### src/rtl/alu_seq_pkg.sv
// alu_seq_pkg: shared constants for the ALU operation sequencer.
// Contains the ALUOp encodings, the opcode/funct field values and the
// sequencer FSM state type.
package alu_seq_pkg;

    // ALUOp codes understood by the ALU. 100/110/111 are never produced.
    localparam logic [2:0] ALU_ADD = 3'b000;
    localparam logic [2:0] ALU_SUB = 3'b001;
    localparam logic [2:0] ALU_AND = 3'b010;
    localparam logic [2:0] ALU_OR  = 3'b011;
    localparam logic [2:0] ALU_SLT = 3'b101;

    // Instruction opcode field values
    localparam logic [5:0] OP_RTYPE = 6'b000000;
    localparam logic [5:0] OP_ADDI  = 6'b001000;
    localparam logic [5:0] OP_LW    = 6'b100011;
    localparam logic [5:0] OP_SW    = 6'b101011;
    localparam logic [5:0] OP_BEQ   = 6'b000100;

    // R-type funct field values
    localparam logic [5:0] FN_ADD = 6'b100000;
    localparam logic [5:0] FN_SUB = 6'b100010;
    localparam logic [5:0] FN_AND = 6'b100100;
    localparam logic [5:0] FN_OR  = 6'b100101;
    localparam logic [5:0] FN_SLT = 6'b101010;

    // Sequencer FSM states
    typedef enum logic [1:0] {
        ST_IDLE = 2'd0,
        ST_EXEC = 2'd1,
        ST_RESP = 2'd2
    } seq_state_t;

endpackage

### src/rtl/alu_op_decode.sv
// alu_op_decode: purely combinational mapping of opcode/funct to ALUOp,
// plus a beq marker and an illegal-instruction flag.
module alu_op_decode
    import alu_seq_pkg::*;
(
    input  logic [5:0] opcode,
    input  logic [5:0] funct,
    output logic [2:0] alu_op,
    output logic       is_beq,
    output logic       illegal
);

    // Decode table; anything not listed is flagged illegal and keeps ALU_ADD
    always_comb begin
        alu_op  = ALU_ADD;
        is_beq  = 1'b0;
        illegal = 1'b0;
        case (opcode)
            OP_RTYPE: begin
                case (funct)
                    FN_ADD:  alu_op = ALU_ADD;
                    FN_SUB:  alu_op = ALU_SUB;
                    FN_AND:  alu_op = ALU_AND;
                    FN_OR:   alu_op = ALU_OR;
                    FN_SLT:  alu_op = ALU_SLT;
                    default: illegal = 1'b1;
                endcase
            end
            OP_ADDI, OP_LW, OP_SW: alu_op = ALU_ADD;
            OP_BEQ: begin
                alu_op = ALU_SUB;
                is_beq = 1'b1;
            end
            default: illegal = 1'b1;
        endcase
    end

endmodule

### src/rtl/alu_op_sequencer.sv
// alu_op_sequencer: accepts one decoded command at a time, drives the
// external combinational ALU for one cycle and returns a registered response.
// Optional feature macro: ALU_SEQ_PERF_EN adds the op_count port, a count of
// completed legal responses.
//
// Handshakes: both cmd and rsp are strict valid/ready. A beat transfers on a
// rising edge where valid and ready are both high. cmd_ready is high only in
// IDLE; rsp_valid is high only in RESP and every rsp_* output is held stable
// until the transfer, so a stalled consumer sees no change.
module alu_op_sequencer
    import alu_seq_pkg::*;
#(
    parameter int W = 32
) (
    input  logic         clk,
    input  logic         rst_n,
    input  logic         cmd_valid,
    output logic         cmd_ready,
    input  logic [5:0]   cmd_opcode,
    input  logic [5:0]   cmd_funct,
    input  logic [W-1:0] cmd_a,
    input  logic [W-1:0] cmd_b,
    output logic [W-1:0] alu_a,
    output logic [W-1:0] alu_b,
    output logic [2:0]   alu_op,
    input  logic [W-1:0] alu_result,
    input  logic         alu_zero,
    output logic         rsp_valid,
    input  logic         rsp_ready,
    output logic [W-1:0] rsp_result,
    output logic         rsp_zero,
    output logic         rsp_taken,
    output logic         rsp_illegal
`ifdef ALU_SEQ_PERF_EN
    ,
    output logic [31:0]  op_count
`endif
);

    seq_state_t   state_q, state_d;
    logic [W-1:0] cap_a, cap_b;
    logic [2:0]   cap_op;
    logic         cap_beq;
    logic [2:0]   dec_op;
    logic         dec_beq, dec_illegal;
    logic         cmd_fire, rsp_fire;

    alu_op_decode u_decode (
        .opcode  (cmd_opcode),
        .funct   (cmd_funct),
        .alu_op  (dec_op),
        .is_beq  (dec_beq),
        .illegal (dec_illegal)
    );

    assign cmd_fire = cmd_valid & cmd_ready;
    assign rsp_fire = rsp_valid & rsp_ready;

    // ALU operands always show the last legal capture; the op code is only
    // non-add while actually executing.
    assign alu_a  = cap_a;
    assign alu_b  = cap_b;
    assign alu_op = (state_q == ST_EXEC) ? cap_op : ALU_ADD;

    // FSM state register
    always_ff @(posedge clk or negedge rst_n) begin
        if (!rst_n) state_q <= ST_IDLE;
        else        state_q <= state_d;
    end

    // FSM next state and handshake outputs; illegal commands skip EXEC
    always_comb begin
        state_d   = state_q;
        cmd_ready = 1'b0;
        rsp_valid = 1'b0;
        case (state_q)
            ST_IDLE: begin
                cmd_ready = 1'b1;
                if (cmd_valid) state_d = dec_illegal ? ST_RESP : ST_EXEC;
            end
            ST_EXEC: state_d = ST_RESP;
            ST_RESP: begin
                rsp_valid = 1'b1;
                if (rsp_ready) state_d = ST_IDLE;
            end
            default: state_d = ST_IDLE;
        endcase
    end

    // Capture operands and decoded op of legal commands only, so an illegal
    // command leaves the ALU inputs untouched
    always_ff @(posedge clk or negedge rst_n) begin
        if (!rst_n) begin
            cap_a   <= '0;
            cap_b   <= '0;
            cap_op  <= ALU_ADD;
            cap_beq <= 1'b0;
        end else if (cmd_fire && !dec_illegal) begin
            cap_a   <= cmd_a;
            cap_b   <= cmd_b;
            cap_op  <= dec_op;
            cap_beq <= dec_beq;
        end
    end

    // Response registers: loaded at accept for illegal commands, at the end
    // of EXEC for legal ones, otherwise held
    always_ff @(posedge clk or negedge rst_n) begin
        if (!rst_n) begin
            rsp_result  <= '0;
            rsp_zero    <= 1'b0;
            rsp_taken   <= 1'b0;
            rsp_illegal <= 1'b0;
        end else if (cmd_fire && dec_illegal) begin
            rsp_result  <= '0;
            rsp_zero    <= 1'b0;
            rsp_taken   <= 1'b0;
            rsp_illegal <= 1'b1;
        end else if (state_q == ST_EXEC) begin
            rsp_result  <= alu_result;
            rsp_zero    <= alu_zero;
            rsp_taken   <= cap_beq & alu_zero;
            rsp_illegal <= 1'b0;
        end
    end

`ifdef ALU_SEQ_PERF_EN
    // Count legal responses as they are handed off; wraps naturally
    always_ff @(posedge clk or negedge rst_n) begin
        if (!rst_n)                      op_count <= '0;
        else if (rsp_fire && !rsp_illegal) op_count <= op_count + 32'd1;
    end
`endif

endmodule

### config.mk
export PLATFORM = sky130hd
export DESIGN_NAME = alu_op_sequencer
export DESIGN_NICKNAME = d
export VERILOG_FILES = /design/src/rtl/alu_seq_pkg.sv /design/src/rtl/alu_op_decode.sv /design/src/rtl/alu_op_sequencer.sv
export SDC_FILE = /design/constraint.sdc
export NUM_CORES = 1
export LEC_CHECK = 0
export ABC_AREA = 1
export BUFFER_PORTS_ARGS = -buffer_cell sky130_fd_sc_hd__buf_2
export CAP_MARGIN = 20
export CORE_MARGIN = 2
export CORE_UTILIZATION = 45
export CTS_CLUSTER_DIAMETER = 150
export DETAILED_ROUTE_END_ITERATION = 16
export PLACE_DENSITY_LB_ADDON = 0.05
export SETUP_SLACK_MARGIN = 0.5
export SYNTH_ARGS = -nofsm -noshare
export SYNTH_HDL_FRONTEND = slang
export SYNTH_SLANG_ARGS = --single-unit
### constraint.sdc
create_clock -name clk -period 1.8 [get_ports clk]
set_input_delay 0 -clock clk [delete_from_list [all_inputs] [get_ports clk]]
set_output_delay 0 -clock clk [all_outputs]
set_load 0.005 [all_outputs]
==> Word level (Yosys, flattened, before mapping) <==
Index checks and enable logic that the tools add are counted.
W data, S select, Z words.
{ "op_classes": {"addsub": 0, "n_mul": 0, "n_div": 0, "order_cmp": 0, "eq_ne": 13, "n_shift": 0, "mux": 20, "bitwise": 2, "reduce_logical": 9} }
{ "op_table": {"columns": ["op", "n"], "rows": [
  ["$mux W32", 2],
  ["$eq A6 B6 Y1 const B", 7],
  ["$pmux W3 S4", 1],
  ["$mux W1", 10],
  ["$eq A6 B3 Y1 const B", 1],
  ["$eq A6 B4 Y1 const B", 1],
  ["$logic_not A6 Y1", 1],
  ["$mux W2", 3],
  ["$pmux W2 S3", 1],
  ["$pmux W3 S2", 1],
  ["$reduce_or A5 Y1", 1],
  ["$ne A2 B2 Y1 const B", 2],
  ["$reduce_or A4 Y1", 1],
  ["$mux W3", 1],
  ["$and A1 B1 Y1", 2],
  ["$eq A2 B1 Y1 const B", 1],
  ["$eq A2 B2 Y1 const B", 1],
  ["$logic_and A1 B1 Y1", 2],
  ["$logic_not A2 Y1", 1],
  ["$pmux W1 S2", 1],
  ["$reduce_and A2 Y1", 1],
  ["$reduce_bool A2 Y1", 1],
  ["$logic_not A1 Y1", 1]
]} }
{ "word_totals": {"reg_bits": 105, "latchBits": 0, "ram_bits": 0, "mem_bits_ro": 0, "inputBits": 113, "output_inout_bits": 104, "wordCells": 53, "memories": 0} }

==> Longest topological paths before layout <==
{ "depth": {"word_depth": 7, "ltp_mapped": 11, "depth_no_buf": 9} }

==> Cells and area by module <==
From an unflattened synthesis, not the netlist that was laid out.
{ "hier_totals": {"cells_unflattened": 504, "area_unflattened_um2": 4395.5} }
{ "by_module_without_submodules": {"columns": ["module", "instances", "cells_each", "area_per_inst_um2", "seq_area_each_um2"], "rows": [
  ["alu_op_sequencer", 1, 464, 4195.3, 2627.5],
  ["alu_op_decode", 1, 40, 200.2, 0.0]
]} }

==> Least setup slack after synthesis <==
OpenSTA, ideal clock, no wires.
{ "synth_path": {"path_kind": "flip-flop to flip-flop", "from": "register state_q[1]", "to": "register rsp_result[18]", "setup_ps": 124, "t_arrival_ps": 1254, "required_ps": 1676, "slack_ps": 423, "path_stages_with_launch": 7, "n_path_buf": 2, "synth_period_minus_slack_ps": 1377, "path_cell_list": "dfrtp_1 > nor2_1 > inv_1 > buf_2 > clkbuf_1 > nand2_1 > a21oi_1"} }
{ "synth_between": {"elab_chain_cells": 5, "elab_cells_between_ends": 7, "classes_between": "eq/ne: 1; mux: 2; bitwise: 1; reduce/logical: 3"} }
{ "synth_lines": {"columns": ["item", "line_no", "text"], "rows": [
  ["from (decl)", "alu_op_sequencer.sv:40", "seq_state_t state_q, state_d;"],
  ["from (signal assigned)", "alu_op_sequencer.sv:68", "else state_q <= state_d;"],
  ["$logic_not A2 Y1", "alu_op_sequencer.sv:76", "case (state_q)"],
  ["$mux W1", "alu_op_sequencer.sv:76", null],
  ["$and A1 B1 Y1", "alu_op_sequencer.sv:56", "assign cmd_fire = cmd_valid & cmd_ready;"],
  ["$logic_and A1 B1 Y1", "alu_op_sequencer.sv:114", "end else if (cmd_fire && dec_illegal) begin"],
  ["$mux W32 or $reduce_bool A2 Y1 (tied branches)", null, null],
  ["to (signal assigned)", "alu_op_sequencer.sv:120", "rsp_result <= alu_result;"],
  ["to (decl)", "alu_op_sequencer.sv:30", "output logic [W-1:0] rsp_result,"]
]} }
Parallel ways exist; a longest one is shown, timed or not.
A chain may end at the register's enable or synchronous reset.

==> Final worst setup path <==
{ "layout_path": {"from": "register state_q[0]", "to": "register cap_a[12], in the netlist alu_a[12]"} }
{ "layout_between": {"elab_chain_cells": 4} }
{ "layout_lines": {"columns": ["item", "line_no", "text"], "rows": [
  ["$logic_not A2 Y1", "alu_op_sequencer.sv:76", null],
  ["$mux W1", "alu_op_sequencer.sv:76", null],
  ["$and A1 B1 Y1", "alu_op_sequencer.sv:56", null],
  ["$logic_and A1 B1 Y1", "alu_op_sequencer.sv:98", "end else if (cmd_fire && !dec_illegal) begin"],
  ["to (signal assigned)", "alu_op_sequencer.sv:99", "cap_a <= cmd_a;"],
  ["to (decl)", "alu_op_sequencer.sv:41", "logic [W-1:0] cap_a, cap_b;"]
]} }
Every way passes these cells.

==> run_results.csv <==
group,metric,value,unit
worst_hold_path,hp-class,"in2reg",
floorplanning,rows,35,
cells_and_area,layout-drive-gt1-share,33.2,%
cells_and_area,final_cell_mix,"nand2_1, buf_2, dfrtp_1",
placement,gp_congestion,0.790,
cells_and_area,areaGrowthSynthToFinish,65.4,%
detailed_routing,drtIter0Drc,183,
run_status,failed_checks,"hold timing",
detailed_routing,postRouteAntennaNets,0,
detailed_routing,vias,4403,
grt,grt_max_degree,59,
placement,dp_hpwl,7590,um
cells_and_area,antenna_cells,0,
cts,root_buffer,"clkbuf_8",
sta,finClkSkew,0.0129,ns
cells_and_area,fin_cells,933,
cts,clock_latency,0.36,ns
sta,setup_viol,0,
cts,cts_tree,"done",
sta,period_share,76.7,%
worst_setup_path,crit_slowest_cell,"dfrtp_1",
detailed_routing,dr.pass1.iters,4,
run_status,status,"complete, but fails checks",
worst_setup_path,critPathKind,"reg2reg",
yosys,synthCells,486,
floorplanning,core,9150,um^2
yosys,synth-seq-area-share,62.2,%
sta,fmax,0.724,GHz
floorplanning,die_y,101,um
yosys,synth.avg_cell_area,8.69,um^2
grt,first_global_vias,4224,
worst_setup_path,critical_path_required,2.10,ns
worst_setup_path,worstPathMaxFanout,9,
sta,whs,-0.00263,ns
grt,overflow,0,
cts,h-tree-depth,3,
run,drv_cap,0,
placement,placed_cells,799,
yosys,ys.warnings.count,0,
cells_and_area,fin_util,76.3,%
grt,grt_first_pass_wirelength,19900,um
sta,maxSlewViolCount,0,
worst_setup_path,endpoint_kind,"register",
worst_setup_path,r2r_setup_slack,0.42,ns
sta,slew_headroom,66.6,%
worst_setup_path,start_kind,"register",
yosys,ys_types,21,
floorplanning,start_util,46.1,%
power,design_power_total,6.34,mW
yosys,syn-num-nets,599,
floorplanning,die_x,101,um
detailed_routing,routed_wl,14000,um
floorplanning,dieArea,10200,um^2
cells_and_area,layout.cells.most_common,"nand2_1",
sta,worst_pin_slew,0.501,ns
sta,rsz0062_at_grt,"yes",
cts,clkSlewWorstSetupHoldPaths,0.11,ns
worst_setup_path,max_stage_delay,0.41,ns
floorplanning,ios,217,
power,p_leak,3.87,nW
yosys,synth-seq-cells,105,
placement,portBuffers,216,
worst_setup_path,worstPathArrival,1.69,ns
worst_setup_path,path_cells,"nor2_2 -> and2_4 -> nand3_4 -> buf_12 -> inv_6 -> buf_12 -> nand2_1 -> nand2_1",
detailed_routing,viasPerCell,4.72,
sta,fin_setup_tns,0,ns
cells_and_area,nets,930,
cts,clock-sinks,105,
detailed_routing,wl_per_cell,15.0,um
detailed_routing,route.detailed.drc,0,
power,power_density,908,nW/um^2
power,ir_worst_vdd,0.522,mV
sta,finalCriticalPeriod,1.38,ns
sta,final-hold-violation-count,1,
cts,cts_made_buffers,9,
grt,antenna_found_initial,0,
cells_and_area,n_fill_cell,644,
yosys,synth.cell_area,4220,um^2
cts,clock_path_buffers,2,
grt,grt_usage,24.8,%
==> critical path: cells and delay by family, from the launching register on <==
| kind | cells | cell delay [ns] |
|---|---|---|
| AND/OR/NAND/NOR | 5 | 0.52 |
| flip-flops | 1 | 0.41 |
| buffers and inverters | 3 | 0.39 |
==> flip-flops by register name, indices dropped and copies added (netlist names) <==
| signal | flops |
|---|---|
| alu_a | 32 |
| cap_op | 3 |
| cap_beq | 1 |
| state_q | 2 |
| alu_b | 32 |
| rsp_taken | 1 |
| rsp_zero | 1 |
| rsp_result | 32 |
| rsp_illegal | 1 |
==> Yosys cell counts, drive strengths merged <==
| cell type | instances | share of area (%) |
|---|---|---|
| nand2 | 271 | 24 |
| dfrtp | 105 | 62 |
| a21oi | 32 | 3.8 |
| buf | 18 | 3.0 |
| nor2 | 17 | 1.5 |
| inv | 13 | 1.2 |
| nand3 | 13 | 2.0 |
| clkbuf | 6 | 0.53 |
| o21ai | 5 | 0.59 |
| a21boi | 2 | 0.44 |
| and2 | 1 | 0.15 |
| nand4 | 1 | 0.15 |
| nor3 | 1 | 0.12 |
| o211ai | 1 | 0.18 |
==> per-layer routing <==
metal,track usage (%),vias to the layer above,part of all wire [%]
met5,0,-,0
met4,8.22,0,2.8
met3,6.45,30,7.2
met2,41.5,191,49
met1,31.5,2018,41
li1,-,2164,-
==> what timing repair did <==
action	in CTS	in global routing
gates resized for setup	8	12
hold endpoints to repair	139	0
pin swaps	0	6
gates cloned	0	13
setup endpoints to repair	100	104
hold buffers	101	0
setup buffers	3	1
==> metrics by stage <==
step / area (um^2) / worst slack (ns)
5_1_grt: 6980 / 0.336
3_3_place_gp: 5420 / 0.382
6_report: 6980 / 0.419
3_5_place_dp: 5420 / 0.303
4_1_cts: 6690 / 0.451
2_1_floorplan: 4230 / 0.504
==> final timing paths <==
| path | to | startpoint | cells after the start |
|---|---|---|---|
| max | alu_a[12]$_DFFE_PN0P_ | state_q[0]$_DFFE_PN0P_ | 8 |
| min | cap_op[1]$_DFFE_PN0P_ | cmd_funct[1] | 4 |
| max reg2reg | alu_a[12]$_DFFE_PN0P_ | state_q[0]$_DFFE_PN0P_ | 8 |
| min reg2reg | alu_b[3]$_DFFE_PN0P_ | alu_b[3]$_DFFE_PN0P_ | 2 |
| max in group asynchronous | rsp_result[12]$_DFFE_PN0P_ | rst_n | 3 |
| min in group asynchronous | rsp_result[31]$_DFFE_PN0P_ | rst_n | 2 |
==> cell type report <==
class	instances	area [um^2]	area share, %
flip-flops and latches	105	2630	37.6
repair buffers	343	2520	36.2
multi-input cells	344	1410	20.2
well taps	111	139	1.99
clock buffers	10	138	1.97
clock inverters	6	72.6	1.04
inverters	13	61.3	0.878
repair inverters	1	8.76	0.125
==> logic make-up after synthesis <==
kind of cell | synth area share, %
and+or+nand+nor | 28.0
DFF | 62.2
AOI/OAI and AO/OA | 5.01
buffers and inverters | 4.71
==> report_power, final <==
part	switching [mW]	internal, mW	total, mW	leakage (nW)
combinational	0.786	0.862	1.65	2.38
sequential	0.284	2.87	3.15	1.38
clock	0.845	0.700	1.54	0.104
(Power assumes the default switching activity.)
